[config.mk]
export PLATFORM = sky130hd
export DESIGN_NAME = demux1_7_buf
export DESIGN_NICKNAME = d
export VERILOG_FILES = /design/src/rtl/demux1_7_buf.sv
export SDC_FILE = /design/constraint.sdc
export NUM_CORES = 1
export LEC_CHECK = 0
export CAP_MARGIN = 20
export CORE_UTILIZATION = 53
export DETAILED_ROUTE_END_ITERATION = 8
export PLACE_DENSITY = 0.91
export SETUP_SLACK_MARGIN = 0.3
export SYNTH_ARGS = -nofsm -noshare
export SYNTH_HDL_FRONTEND = slang
export SYNTH_SLANG_ARGS = --single-unit
[constraint.sdc]
create_clock -name clk -period 3.2 [get_ports clk]
set_input_delay 0.32 -clock clk [delete_from_list [all_inputs] [get_ports clk]]
set_output_delay 0.32 -clock clk [all_outputs]
set_load 0.005 [all_outputs]
[src/rtl/demux1_7_buf.sv]
// Buffered 1-to-7 distributor: 2-entry FIFO of {sel,data}, sel 7 dropped.
// Define DEMUX7_DROPCNT_EN to add the saturating drop_count output.
module demux1_7_buf #(
  parameter int WIDTH = 32,
  parameter int DEPTH = 2
) (
  input  logic             clk,
  input  logic             reset,
  input  logic             in_valid,
  output logic             in_ready,
  input  logic [2:0]       in_sel,
  input  logic [WIDTH-1:0] in_data,
  output logic [6:0]       out_valid,
  input  logic [6:0]       out_ready,
  output logic [WIDTH-1:0] out_data,
  output logic [2:0]       out_sel,
  output logic             drop_err
`ifdef DEMUX7_DROPCNT_EN
  ,
  output logic [7:0]       drop_count
`endif
);

  typedef enum logic [1:0] {
    EMPTY = 2'd0,
    ONE   = 2'd1,
    FULL  = 2'd2
  } occ_e;

  localparam logic [1:0] FULL_CNT = 2'(DEPTH);

  occ_e             occ_q, occ_d;
  logic             wr_ptr_q, wr_ptr_d;
  logic             rd_ptr_q, rd_ptr_d;
  logic [2:0]       sel_q  [2];
  logic [2:0]       sel_d  [2];
  logic [WIDTH-1:0] data_q [2];
  logic [WIDTH-1:0] data_d [2];

  logic             has_head;
  logic             drop;
  logic             push;
  logic             pop;
  logic [2:0]       head_sel;
  logic [WIDTH-1:0] head_data;

  always_comb begin
    head_sel  = sel_q[rd_ptr_q];
    head_data = data_q[rd_ptr_q];
    has_head  = occ_q != EMPTY;
    in_ready  = occ_q != occ_e'(FULL_CNT);
    push      = in_valid && in_ready;
    drop      = has_head && (head_sel == 3'd7);
    out_valid = 7'd0;
    out_data  = '0;
    out_sel   = 3'd0;
    if (has_head) begin
      out_data = head_data;
      out_sel  = head_sel;
      if (!drop) out_valid = 7'd1 << head_sel;
    end
    drop_err = drop;
    // Non-selected lanes' ready bits are masked by the one-hot valid
    pop = drop || (|(out_valid & out_ready));
  end

  always_comb begin
    sel_d    = sel_q;
    data_d   = data_q;
    wr_ptr_d = wr_ptr_q ^ push;
    rd_ptr_d = rd_ptr_q ^ pop;
    occ_d    = occ_q;
    if (push) begin
      sel_d[wr_ptr_q]  = in_sel;
      data_d[wr_ptr_q] = in_data;
    end
    unique case (occ_q)
      EMPTY:   if (push) occ_d = ONE;
      ONE: begin
        if (push && !pop)      occ_d = FULL;
        else if (pop && !push) occ_d = EMPTY;
      end
      FULL:    if (pop) occ_d = ONE;
      default: occ_d = EMPTY;
    endcase
  end

  always_ff @(posedge clk or negedge reset) begin
    if (!reset) begin
      occ_q     <= EMPTY;
      wr_ptr_q  <= 1'b0;
      rd_ptr_q  <= 1'b0;
      sel_q[0]  <= 3'd0;
      sel_q[1]  <= 3'd0;
      data_q[0] <= '0;
      data_q[1] <= '0;
    end else begin
      occ_q     <= occ_d;
      wr_ptr_q  <= wr_ptr_d;
      rd_ptr_q  <= rd_ptr_d;
      sel_q     <= sel_d;
      data_q    <= data_d;
    end
  end

`ifdef DEMUX7_DROPCNT_EN
  logic [7:0] drop_cnt_q, drop_cnt_d;

  always_comb begin
    drop_cnt_d = drop_cnt_q;
    if (drop && (drop_cnt_q != 8'hFF)) drop_cnt_d = drop_cnt_q + 8'd1;
  end

  always_ff @(posedge clk or negedge reset) begin
    if (!reset) drop_cnt_q <= 8'd0;
    else        drop_cnt_q <= drop_cnt_d;
  end

  assign drop_count = drop_cnt_q;
`endif

endmodule

==> results.md <==
- The synthesized net count is 329.
- The largest net degree at the start of global routing is 75.
- The tree is rooted in a clkbuf_8.
- Counting flops with an async set or reset pin after synthesis yields a share of 100%.
- In this run the power density over the cells is 1050 nW/um^2.
- The share of the Yosys chip area taken by registers is 52.6%.
- From bottom edge to top edge, the die measures 83.5 um.
- The final critical path takes up 80.7% of the cycle.
- Data on the critical path is required at its endpoint by 2880 ps.
- Summed over all cells, the static leakage comes to 1.99 nW.
- The endpoint identified for the worst register-to-register timing path is occ_q[0].
- The number of gates given a new drive strength after cts is 0.
- Setup repair after global routing left no endpoint under its margin.
- After synthesis the cells add up to 3520 sq um.
- Wires add up to 7330 um.
- Once placement completed, the tool counted placed cells totaling 436.
- During I/O placement, the number of pins put on the boundary was 89.
- The worst clock skew is 12.4 ps.
- The post-detailed-placement half-perimeter wirelength is 4960 um.
- The time the final worst path needs with I/O delays and setup is 2580 ps.
- The final net count is 417.
- Global routing used 35.2% of the available met2 tracks.
- The count of final hold-check violations is 0.
- The flow ran to the end, and the final reports show no timing, DRC or antenna violations.
- Summing all flip-flop and latch instances after layout gives 1850 sq um.
- The worst hold-check path type is in2async.
- Once layout is complete, the cells apart from fillers number 451.
- The clock net in this run drives a total of 74 sinks.
- Counting instances in the post-synthesis netlist gives the leading cell types as dfrtp_1 (74), mux2_2 (70), nor2_1 (43).
- The growth of design area from synthesis to finish is 31.8%.
- Across all register-to-register paths, the minimum setup slack is 890 ps.
- The actual slew at the worst max-slew pin is 898 ps.
- The effective utilization at floorplan is 55.2%.
- The insertion delay of the later-clocked pin in the worst-skew pair is 340 ps.
- The clock passes through at most 2 buffers.
- The length of the first detailed-routing pass in iterations is 4.
- The horizontal extent of the die is 83.5 um.
- Tracing the worst setup path back leads to its startpoint at rd_ptr_q.
- The largest driver fanout on the critical path is 26.
- The H-tree was split into 3 levels.
- The core region is 6390 sq um.
- The critical path in this run is classified as reg2out.
- Among all cell types in the netlist, the one instantiated most often is dfrtp_1.
- The met3 track demand over resource in global routing is 6.43%.
- The worst setup path is captured at an output pin.
- The synthesized-area fraction occupied by ao, oa, aoi and oai cells is 2.91%.
- The wire length of the first global-routing pass is 12400 um.
- In this run the most used layer during global routing was met2.
- Walking the worst path, the cells encountered are buf_4, mux2i_1, nor2_1, clkdlybuf4s50_1.
- Routability-driven placement finished with a final weighted congestion of 0.812.
- In this run the critical register-to-register path is launched from rd_ptr_q.
- The filler cell count is 444.
- The number of antenna cells inserted is 0.
- The number of synthesized flops with an enable pin is 0.
- For this run, the slowest stage of the critical path takes 620 ps.
- For the final routed database, the setup TNS stands at 0 ps.
- In this run, synthesis produced a sequential element count of 74.
- The detailed-route vias per instance is 5.39.
- The total number of vias is 2432.
- The share of cells above drive strength 1 is 26.5%.
- The number of synthesis warnings is 0.
- The number of global-route vias before repair is 2517.
- The per-instance average area after synthesis is 12.5 sq um.
- The number of hold buffers added after CTS was 0.
- The share of the synthesized area in the top cell type is 52.6%.
- The initial antenna violation count was 0.
- The multiplexer fraction of the synthesized cell area is 32.6%.
- The most critical setup path has its endpoint at out_data[18].
- The number of max-cap violations is 0.
- The area of combinational cells with multiple inputs is 1580 sq um.
- The total routing usage reported by global routing is 22.6%.
- The area share of and/or/nand/nor cells after synthesis is 8.10%.
- Clock tree synthesis inserted a total of 9 buffers.
- The data arrival time of the critical path is 2260 ps.
- The sort of element at the start of the critical path is a flop.
- The number of nets still failing antenna checks after routing is 0.
- Post-CTS timing repair inserted 0 buffers for setup.
- After Yosys synthesis, full adders, half adders and majority gates account for 0.710% of the synthesized area.
- The number of failing setup endpoints in the final timing report is 0.
- The area share of xor/xnor cells in the synthesized design is 0.249%.
- TritonCTS built the clock tree.
- The main flop type after synthesis is dfrtp_1.
- For this block, the initial DRC count from the detailed router was 83.
- After detailed routing, the number of remaining DRC violations is 0.
- The worst register-to-register path has a depth of 5.
- Across the VDD grid, the largest voltage drop is 658 uV.
- Yosys attributes the largest share of cell area to dfrtp_1 (53%), mux2_2 (22%), mux2i_1 (9.4%).
- The met1 global-route usage is 31.7%.
- The slowest stage of the critical path belongs to the cell dfrtp_2.
- Dividing the detail-routed wire length by the instance count gives 16.3 um.
- The distinct cell type count of the synthesized netlist is 31.
- The number of cells produced by synthesis is 282.
- Port buffering added 88 buffers.
- The die covers 6980 sq um.
- The max-slew headroom at the worst pin is 40.1%.
- After clock tree synthesis, the clock-pin slew on the worst setup and hold paths is 80 ps.
- The library cell with the largest summed area after synthesis is dfrtp_1.
- The total count of max-transition violations in the final report is 0.
- Static timing analysis puts the maximum clock frequency at 0.387 GHz.
- The largest family of logic cells by synthesized area is multiplexers.
- After floorplanning, the core was divided into 29 placement rows.
- After global routing the overflow that remains totals 0.
==> how the worst min path moves through the flow <==
stage               start    endpoint  cells past startpoint
2_1_floorplan       reset   data_q[0]                      0
3_3_place_gp   data_q[51]  data_q[51]                      1
3_5_place_dp   data_q[33]  data_q[33]                      1
4_1_cts             reset  data_q[49]                      1
5_1_grt             reset  data_q[49]                      1
6_report            reset  data_q[49]                      1
==> final cells by class <==
type                            instances  area share, %
Clock buffer                           11           2.83
Clock inverter                          4          0.647
Inverter                                7          0.566
Multi-Input combinational cell        185           34.0
Sequential cell                        74           39.9
Tap cell                               77           2.08
Timing Repair Buffer                   93           20.0
==> power by group <==
group | leakage, nW | switching [mW] | total (mW) | internal [mW]
Clock | 0.0794 | 0.331 | 0.610 | 0.279
Combinational | 1.04 | 0.998 | 2.52 | 1.52
Sequential | 0.871 | 0.323 | 1.74 | 1.42
==> stage by stage <==
stage | power, mW | setup slack (ps) | area (sq um) | hold WS, ps | utilization (%)
after floorplan | 3.17 | 1230 | 3520 | 24.4 | -
after global placement | 4.18 | 1010 | 4480 | 488 | 70.2
after detailed placement | 4.27 | 957 | 4480 | 494 | 70.2
after CTS | 4.91 | 587 | 4640 | 139 | 72.7
after global routing | 5.21 | 479 | 4640 | 176 | 72.7
final | 4.87 | 617 | 4640 | 102 | 72.7
==> worst max-delay path, delay by kind of cell (launching register included) <==
family / cells / cell delay (ps)
simple gates: 1 / 60
buf+inv: 2 / 930
flops: 1 / 620
mux: 1 / 300
==> sequential cells by signal, summed over array words and instances (netlist names) <==
name / flops
data_q: 64
occ_q: 2
rd_ptr_q: 1
sel_q: 6
wr_ptr_q: 1
==> layer usage <==
metal | vias up | share of wire [%] | routed length [um]
met5 | - | 0 | 0
met2 | 78 | 47 | 3470
li1 | 1158 | - | -
met4 | 0 | 0.70 | 51
met3 | 9 | 5.7 | 420
met1 | 1187 | 46 | 3390
==> logic make-up (layout without fill, tap and decap cells) <==
kind of cell | count (synthesis) | after routing
AO/OA/AOI/OAI | 12 | 12
XOR/XNOR | 1 | 1
adder cells (fa/ha/maj) | 2 | 2
buffers and inverters | 23 | 115
flip-flops | 74 | 74
multiplexers | 105 | 105
AND/OR/NAND/NOR | 65 | 65
==> cells in the final DEF, fill, tap and decap left out, types with 5 or more instances in the layout <==
master and n:
buf_4 5, clkbuf_8 9, clkdlybuf4s50_1 87, dfrtp_1 73
inv_1 7, mux2_2 70, mux2i_1 33, nand2_1 8
nor2_1 42
(Power assumes the default switching activity.)
